==> src/rtl/pong_pkg.sv <==
// Shared pong constants: push-button bit order and count.
// The game top and the input conditioner both index buttons with these.
package pong_pkg;

    localparam int N_BTN = 5;

    localparam int BTN_U = 0;
    localparam int BTN_D = 1;
    localparam int BTN_L = 2;
    localparam int BTN_R = 3;
    localparam int BTN_C = 4;

    // 10 ms at 100 MHz
    localparam int DEBOUNCE_DEFAULT = 1000000;

    typedef logic [N_BTN-1:0] btn_vec_t;

endpackage

==> src/rtl/debounce_bit.sv <==
// One push-button: two-flop synchroniser, debounce counter, stable level,
// press/release pulses and a press flag held until the next frame tick.
module debounce_bit
    import pong_pkg::*;
#(
    parameter int DEBOUNCE_CYCLES = DEBOUNCE_DEFAULT,
    parameter int CNT_W           = $clog2(DEBOUNCE_CYCLES)
) (
    input  logic clk,
    input  logic reset,
    input  logic raw,
    input  logic frame_tick,
    output logic level,
    output logic press,
    output logic unpress,
    output logic press_frame
);

    localparam logic [CNT_W-1:0] CNT_MAX = CNT_W'(DEBOUNCE_CYCLES - 1);

    logic             sync1;
    logic             sync2;
    logic [CNT_W-1:0] cnt;
    logic             differ;
    logic             flip;
    logic             rise;

    assign differ = (sync2 != level);
    assign flip   = differ && (cnt == CNT_MAX);
    assign rise   = flip && sync2;

    always_ff @(posedge clk or negedge reset) begin
        if (!reset) begin
            sync1 <= 1'b0;
            sync2 <= 1'b0;
        end else begin
            sync1 <= raw;
            sync2 <= sync1;
        end
    end

    // Any bounce back to the stable level restarts the count
    always_ff @(posedge clk or negedge reset) begin
        if (!reset) begin
            cnt   <= '0;
            level <= 1'b0;
        end else if (!differ) begin
            cnt <= '0;
        end else if (flip) begin
            cnt   <= '0;
            level <= sync2;
        end else begin
            cnt <= cnt + CNT_W'(1);
        end
    end

    always_ff @(posedge clk or negedge reset) begin
        if (!reset) begin
            press   <= 1'b0;
            unpress <= 1'b0;
        end else begin
            press   <= rise;
            unpress <= flip && !sync2;
        end
    end

    // A press landing on a frame tick survives into the next frame
    always_ff @(posedge clk or negedge reset) begin
        if (!reset) begin
            press_frame <= 1'b0;
        end else if (rise) begin
            press_frame <= 1'b1;
        end else if (frame_tick) begin
            press_frame <= 1'b0;
        end
    end

endmodule

==> src/rtl/btn_conditioner.sv <==
// Conditions the raw Basys3 push-buttons into clean levels, edge pulses
// and frame-latched press flags for the pong game top.
module btn_conditioner
    import pong_pkg::*;
#(
    parameter int N_BTN           = pong_pkg::N_BTN,
    parameter int DEBOUNCE_CYCLES = DEBOUNCE_DEFAULT,
    parameter int CNT_W           = $clog2(DEBOUNCE_CYCLES)
) (
    input  logic             clk,
    input  logic             reset,
    input  logic [N_BTN-1:0] btn_raw,
    input  logic             frame_tick,
    output logic [N_BTN-1:0] btn_level,
    output logic [N_BTN-1:0] btn_press,
    output logic [N_BTN-1:0] btn_release,
    output logic [N_BTN-1:0] btn_press_frame
);

    for (genvar i = 0; i < N_BTN; i++) begin : g_btn
        debounce_bit #(
            .DEBOUNCE_CYCLES(DEBOUNCE_CYCLES),
            .CNT_W          (CNT_W)
        ) u_bit (
            .clk        (clk),
            .reset      (reset),
            .raw        (btn_raw[i]),
            .frame_tick (frame_tick),
            .level      (btn_level[i]),
            .press      (btn_press[i]),
            .unpress    (btn_release[i]),
            .press_frame(btn_press_frame[i])
        );
    end

endmodule

==> config.mk <==
export PLATFORM = sky130hd
export DESIGN_NAME = btn_conditioner
export DESIGN_NICKNAME = d
export VERILOG_FILES = /design/src/rtl/pong_pkg.sv /design/src/rtl/debounce_bit.sv /design/src/rtl/btn_conditioner.sv
export SDC_FILE = /design/constraint.sdc
export NUM_CORES = 1
export LEC_CHECK = 0
export BUFFER_PORTS_ARGS = -buffer_cell sky130_fd_sc_hd__buf_2
export CELL_PAD_IN_SITES_DETAIL_PLACEMENT = 0
export CELL_PAD_IN_SITES_GLOBAL_PLACEMENT = 1
export CORE_ASPECT_RATIO = 1.1
export CORE_UTILIZATION = 50
export CTS_BUF_LIST = sky130_fd_sc_hd__clkbuf_8
export DETAILED_ROUTE_END_ITERATION = 6
export HOLD_SLACK_MARGIN = 0.02
export PLACE_DENSITY = 0.91
export SLEW_MARGIN = 20
export SYNTH_ARGS = -nofsm -noshare
export SYNTH_HDL_FRONTEND = slang
export SYNTH_SLANG_ARGS = --single-unit
==> constraint.sdc <==
create_clock -name clk -period 3.8 [get_ports clk]
set_clock_uncertainty 0.05 [all_clocks]
set_input_delay 0.76 -clock clk [delete_from_list [all_inputs] [get_ports clk]]
set_output_delay 0.76 -clock clk [all_outputs]
set_load 0.01 [all_outputs]
# After elaboration in Yosys (flattened, before gate mapping)
# Cells that the tools add are included.
# word_totals
reg_bits,130
latchBits,0
ram_bits,0
mem_bits_ro,0
inputBits,8
output_inout_bits,20
memories,0
# classes
add_sub_neg,5
n_mul,0
n_div,0
n_lt_le_gt_ge,0
eq_ne,10
shift,0
n_mux,16
bitwise_logic,0
n_reduce_logical,30
# ops
operator,n
2-to-1 mux 20 bit,10
"adder 20 x 1 -> 20 bit, second input constant",5
"== test 20 bit, second input constant",5
logical AND 1 bit,15
AND reduction 2 bit,5
nonzero test 2 bit,5
2-to-1 mux 1 bit,6
zero test 1 bit,5
inequality test 1 bit,5

# Longest topological paths before layout
# depth
ltp_word,4
mapped_depth,7
mapped_depth_nobuf,5

# Cells and area by module
# Synthesis repeated with hierarchy kept, for this count alone.
# hier_totals
hier_cells,560
area_unflattened_um2,6093.3
# by_module_without_submodules
mod,n_inst,cells_each,area_per_inst_um2,seq_area_each_um2
debounce_bit,5,112,1218.7,650.6

# Worst setup path after synthesis
# OpenSTA, ideal clock, no wires.
# synth_timing
path_type,register to register
start,register g_btn[0].u_bit.cnt[12]
end,register g_btn[0].u_bit.level
t_arrival_ps,1923
slack_ps,1702
path_stages_with_launch,5
path_buffers,0
cell_sequence,dfrtp_1 or4_1 or4_4 nor2_1 mux2_2
# synth_between
elab_chain_len,3
# synth_lines
item,line_no,source
from (decl),debounce_bit.sv:23,logic [CNT_W-1:0] cnt;
from (signal assigned),debounce_bit.sv:53,cnt <= cnt + CNT_W'(1);
== test 20 bit,debounce_bit.sv:29,assign flip = differ && (cnt == CNT_MAX);
logical AND 1 bit,debounce_bit.sv:29,
AND reduction 2 bit (no source line),-,
to (signal assigned),debounce_bit.sv:51,level <= sync2;
to (decl),debounce_bit.sv:13,"output logic level,"
# Every way passes these cells.
# A chain may end at the register's enable or synchronous reset.

# Worst setup path after layout
# layout_timing
start,register g_btn[2].u_bit.cnt[6]
end,register g_btn[2].u_bit.cnt[18]
# layout_between
elab_chain_len,4
# layout_lines
item,line_no,source
from (decl),debounce_bit.sv:23,
from (signal assigned),debounce_bit.sv:53,
"parallel branches: the longest is 2 deep, another holds adder 20 x 1 -> 20 bit",-,
2-to-1 mux 20 bit (*),debounce_bit.sv:49,end else if (flip) begin
2-to-1 mux 20 bit (*),debounce_bit.sv:47,end else if (!differ) begin
# Every way passes the cells marked *.

==> reports/qor.txt <==
Die area = 0.0128 sq mm
Post-Synthesis Cells = 608
Die Width = 108 um
Routed wire length = 11600 um
Register area = 0.00325 sq mm
Net Switching = 596 uW
Routed vias/inst = 5.61
Synth top area cells = dfrtp_1 (53%), xnor2_1 (6.4%), nor2_1 (5.3%), xor2_1 (3.5%), nand3_1 (3.2%)
Syn_area_per_cell = 10.2 sq um
Top post-synthesis cells by count = dfrtp_1 (130), nor2_1 (88), xnor2_1 (45)
Worst reg-to-reg setup slack = 1.53 ns
Reg power frac = 53.8%
Post-synthesis sequential area ratio = 52.6%
CP required = 4.03 ns
Nets = 640
Maxcap violations = 0
Die Y = 119 um
Syn nets = 621
Hold_buf cts = 0
Clock latency on the worst-skew pair = 0.44 ns
Switch share = 22.5%
Synth Area in Compound Gates = 6.49%
Synth Register Bits = 130
Non-filler instance count after layout = 794
Maximum clock insertion buffer count = 2
Hold_sp = g_btn[2].u_bit.sync1
Fraction of layout cells with a size suffix above 1 = 12.7%
Cell Area, Placed = 0.00636 sq mm
RSZ-0062 raised after global routing = no
Port Buffers = 27
CP max FO = 18
Leading area contributor after synthesis = dfrtp_1
Initial Util = 51.4%
First-pass GRT wire length = 20200 um
PD cells = 392 mW/mm^2
Routed len/inst = 14.6 um
Hold depth = 0
H-tree Lvls = 4
Setup CP Type = flip-flop to flip-flop
Core ar. = 0.0120 sq mm
Post-Syn Area = 0.00619 sq mm
Post-synth EDFFs = 0
Hold Path Class = flip-flop to flip-flop
CTS tree = yes
Initial antenna violation count = 0
Fin util = 56.1%
Synth warnings = 0
R2R Path End = g_btn[2].u_bit.cnt[18]
Startpoint type of the worst setup path = flip-flop
# rows = 42
Adder-cell share of the synthesized area = 1.01%
Reg2reg path depth = 4
TritonRoute pass-1 iters = 4
Comb power frac = 3.1%
Total gr overflow = 0
Async set-reset flop share out of synthesis = 100%
LEAKAGE = 0.00275 uW
Clock power frac = 43.1%
Synth Flop Type = dfrtp_1
CP Capture Type = flip-flop
DRC violation total after the first TritonRoute iteration = 217
Clk sinks = 130
Crit Reg-Reg Startpoint = g_btn[2].u_bit.cnt[6]
# DRC = 0
DRT antenna net count = 0
Vias = 4457
I/O pin count = 28
WHS Endpoint = g_btn[2].u_bit.sync2
Ant. Diodes = 0
Worst EP arrival = 2.51 ns
TritonCTS buffer count = 17
F_max = 440 MHz
Slew HR = 48.4%
Post_cts resized = 0
Slew Limit Fails = 0
Status = completed
Synth Area in Simple Gates = 24.3%
Root Buffer Master = clkbuf_8
Worst slew pin tran = 0.774 ns
Final Setup Violations = 0
Detail Placement HPWL = 7880 um
VDD IR max = 0.000209 V
Largest family of logic cells by synthesized area = simple AND/OR/NAND/NOR gates
Gp weighted congestion = 0.864
Internal Pwr Total = 2050 uW
Fillers = 1037
Largest net degree at the start of global routing = 64
Count leader, synth = dfrtp_1
Distinct cells, synth = 48
Period utilization = 59.8%
Placed Cells = 762
Clock transition at the registers of the reported paths = 0.07 ns
Final instance area = 0.00675 sq mm
Post-synthesis mux area share = 1.07%
Vias in the first global route = 4396
Xor and xnor area share after synthesis = 9.91%
Fin. Hold Viols = 0
Global Route Usage Sum = 20.2%
Multi-input logic area = 0.00265 sq mm
Top-area cell type share of the netlist area = 52.6%
Setup Buffers After CTS = 0
Total Neg Setup Slack = 0 ns
Minimum clock period = 2.27 ns
Area delta synth->final = 9.06%
==> power by group through the flow <==
stage	clock network [uW]	logic, uW	registers, uW
2_1_floorplan	0	40.0	1440
6_report	1140	83.0	1420
3_5_place_dp	0	85.7	1450
4_1_cts	1170	86.6	1420
5_1_grt	1240	97.0	1420
3_3_place_gp	0	84.0	1450
==> worst max-delay path by stage <==
stage                     cells past startpoint                endpoint                   start
after global placement                        4   g_btn[2].u_bit.cnt[4]   g_btn[2].u_bit.cnt[6]
after CTS                                     4  g_btn[2].u_bit.cnt[11]   g_btn[2].u_bit.cnt[6]
after detailed placement                      4   g_btn[0].u_bit.cnt[8]  g_btn[0].u_bit.cnt[12]
final                                         4  g_btn[2].u_bit.cnt[18]   g_btn[2].u_bit.cnt[6]
after floorplan                               4    g_btn[0].u_bit.level  g_btn[0].u_bit.cnt[12]
after global routing                          4   g_btn[2].u_bit.cnt[3]   g_btn[2].u_bit.cnt[6]
==> critical path: stages, from the launching register on <==
cell	delay, ns
dfrtp_1	0.44
or4b_1	0.54
nor4_1	0.35
a32o_1	0.63
a21oi_1	0.11
==> flip-flops by register name (all words and copies together), names as in the netlist <==
signal / flops
g_btn.u_bit.cnt: 100
g_btn.u_bit.level: 5
g_btn.u_bit.press: 5
g_btn.u_bit.press_frame: 5
g_btn.u_bit.sync1: 5
g_btn.u_bit.sync2: 5
g_btn.u_bit.unpress: 5
==> routing by layer <==
layer	part of all wire (%)	track usage [%]	vias up
met5	0	0	-
li1	-	-	2166
met1	46	25.5	2196
met2	50	32.9	75
met3	3.0	3.92	20
met4	1.8	9.50	0
==> cell type report <==
| class | count | share of cell area [%] |
|---|---|---|
| clock buffers | 20 | 4.08 |
| clock inverters | 12 | 1.72 |
| inverters | 23 | 1.28 |
| multi-input cells | 424 | 39.2 |
| flip-flops and latches | 130 | 48.2 |
| well taps | 154 | 2.86 |
| repair buffers | 31 | 2.67 |
==> cell families after synthesis <==
family	after synthesis
flip-flops	130
AO/OA/AOI/OAI	59
buffers and inverters	54
adder cells (fa/ha/maj)	5
XOR/XNOR	70
AND/OR/NAND/NOR	284
multiplexers	6
==> stage by stage <==
| step | worst slack, ns | power [uW] | hold slack [ns] |
|---|---|---|---|
| 2_1_floorplan | 1.70 | 1480 | 0.281 |
| 3_3_place_gp | 1.60 | 1530 | 0.286 |
| 3_5_place_dp | 1.56 | 1530 | 0.285 |
| 4_1_cts | 1.51 | 2680 | 0.297 |
| 5_1_grt | 1.40 | 2760 | 0.306 |
| 6_report | 1.53 | 2650 | 0.299 |
==> cell usage in the layout (no fill, tap or decap), types with 3 or more instances in the layout <==
cell / instances
clkinvlp_4: 4
o21ai_0: 6
or4_1: 19
xor2_1: 25
nor4_1: 21
and3_1: 9
ha_1: 5
buf_2: 26
inv_1: 26
clkinv_2: 3
or3_1: 14
dfrtp_1: 130
a21oi_1: 24
nand3_1: 40
xnor2_1: 45
nor3_1: 15
o31ai_1: 13
nor2_1: 88
nand2_1: 28
nand2b_1: 7
mux2_2: 5
o22ai_1: 6
nand4_1: 21
nor3b_1: 4
clkbuf_8: 20
buf_4: 4
Power figures use the tool's default switching activity.
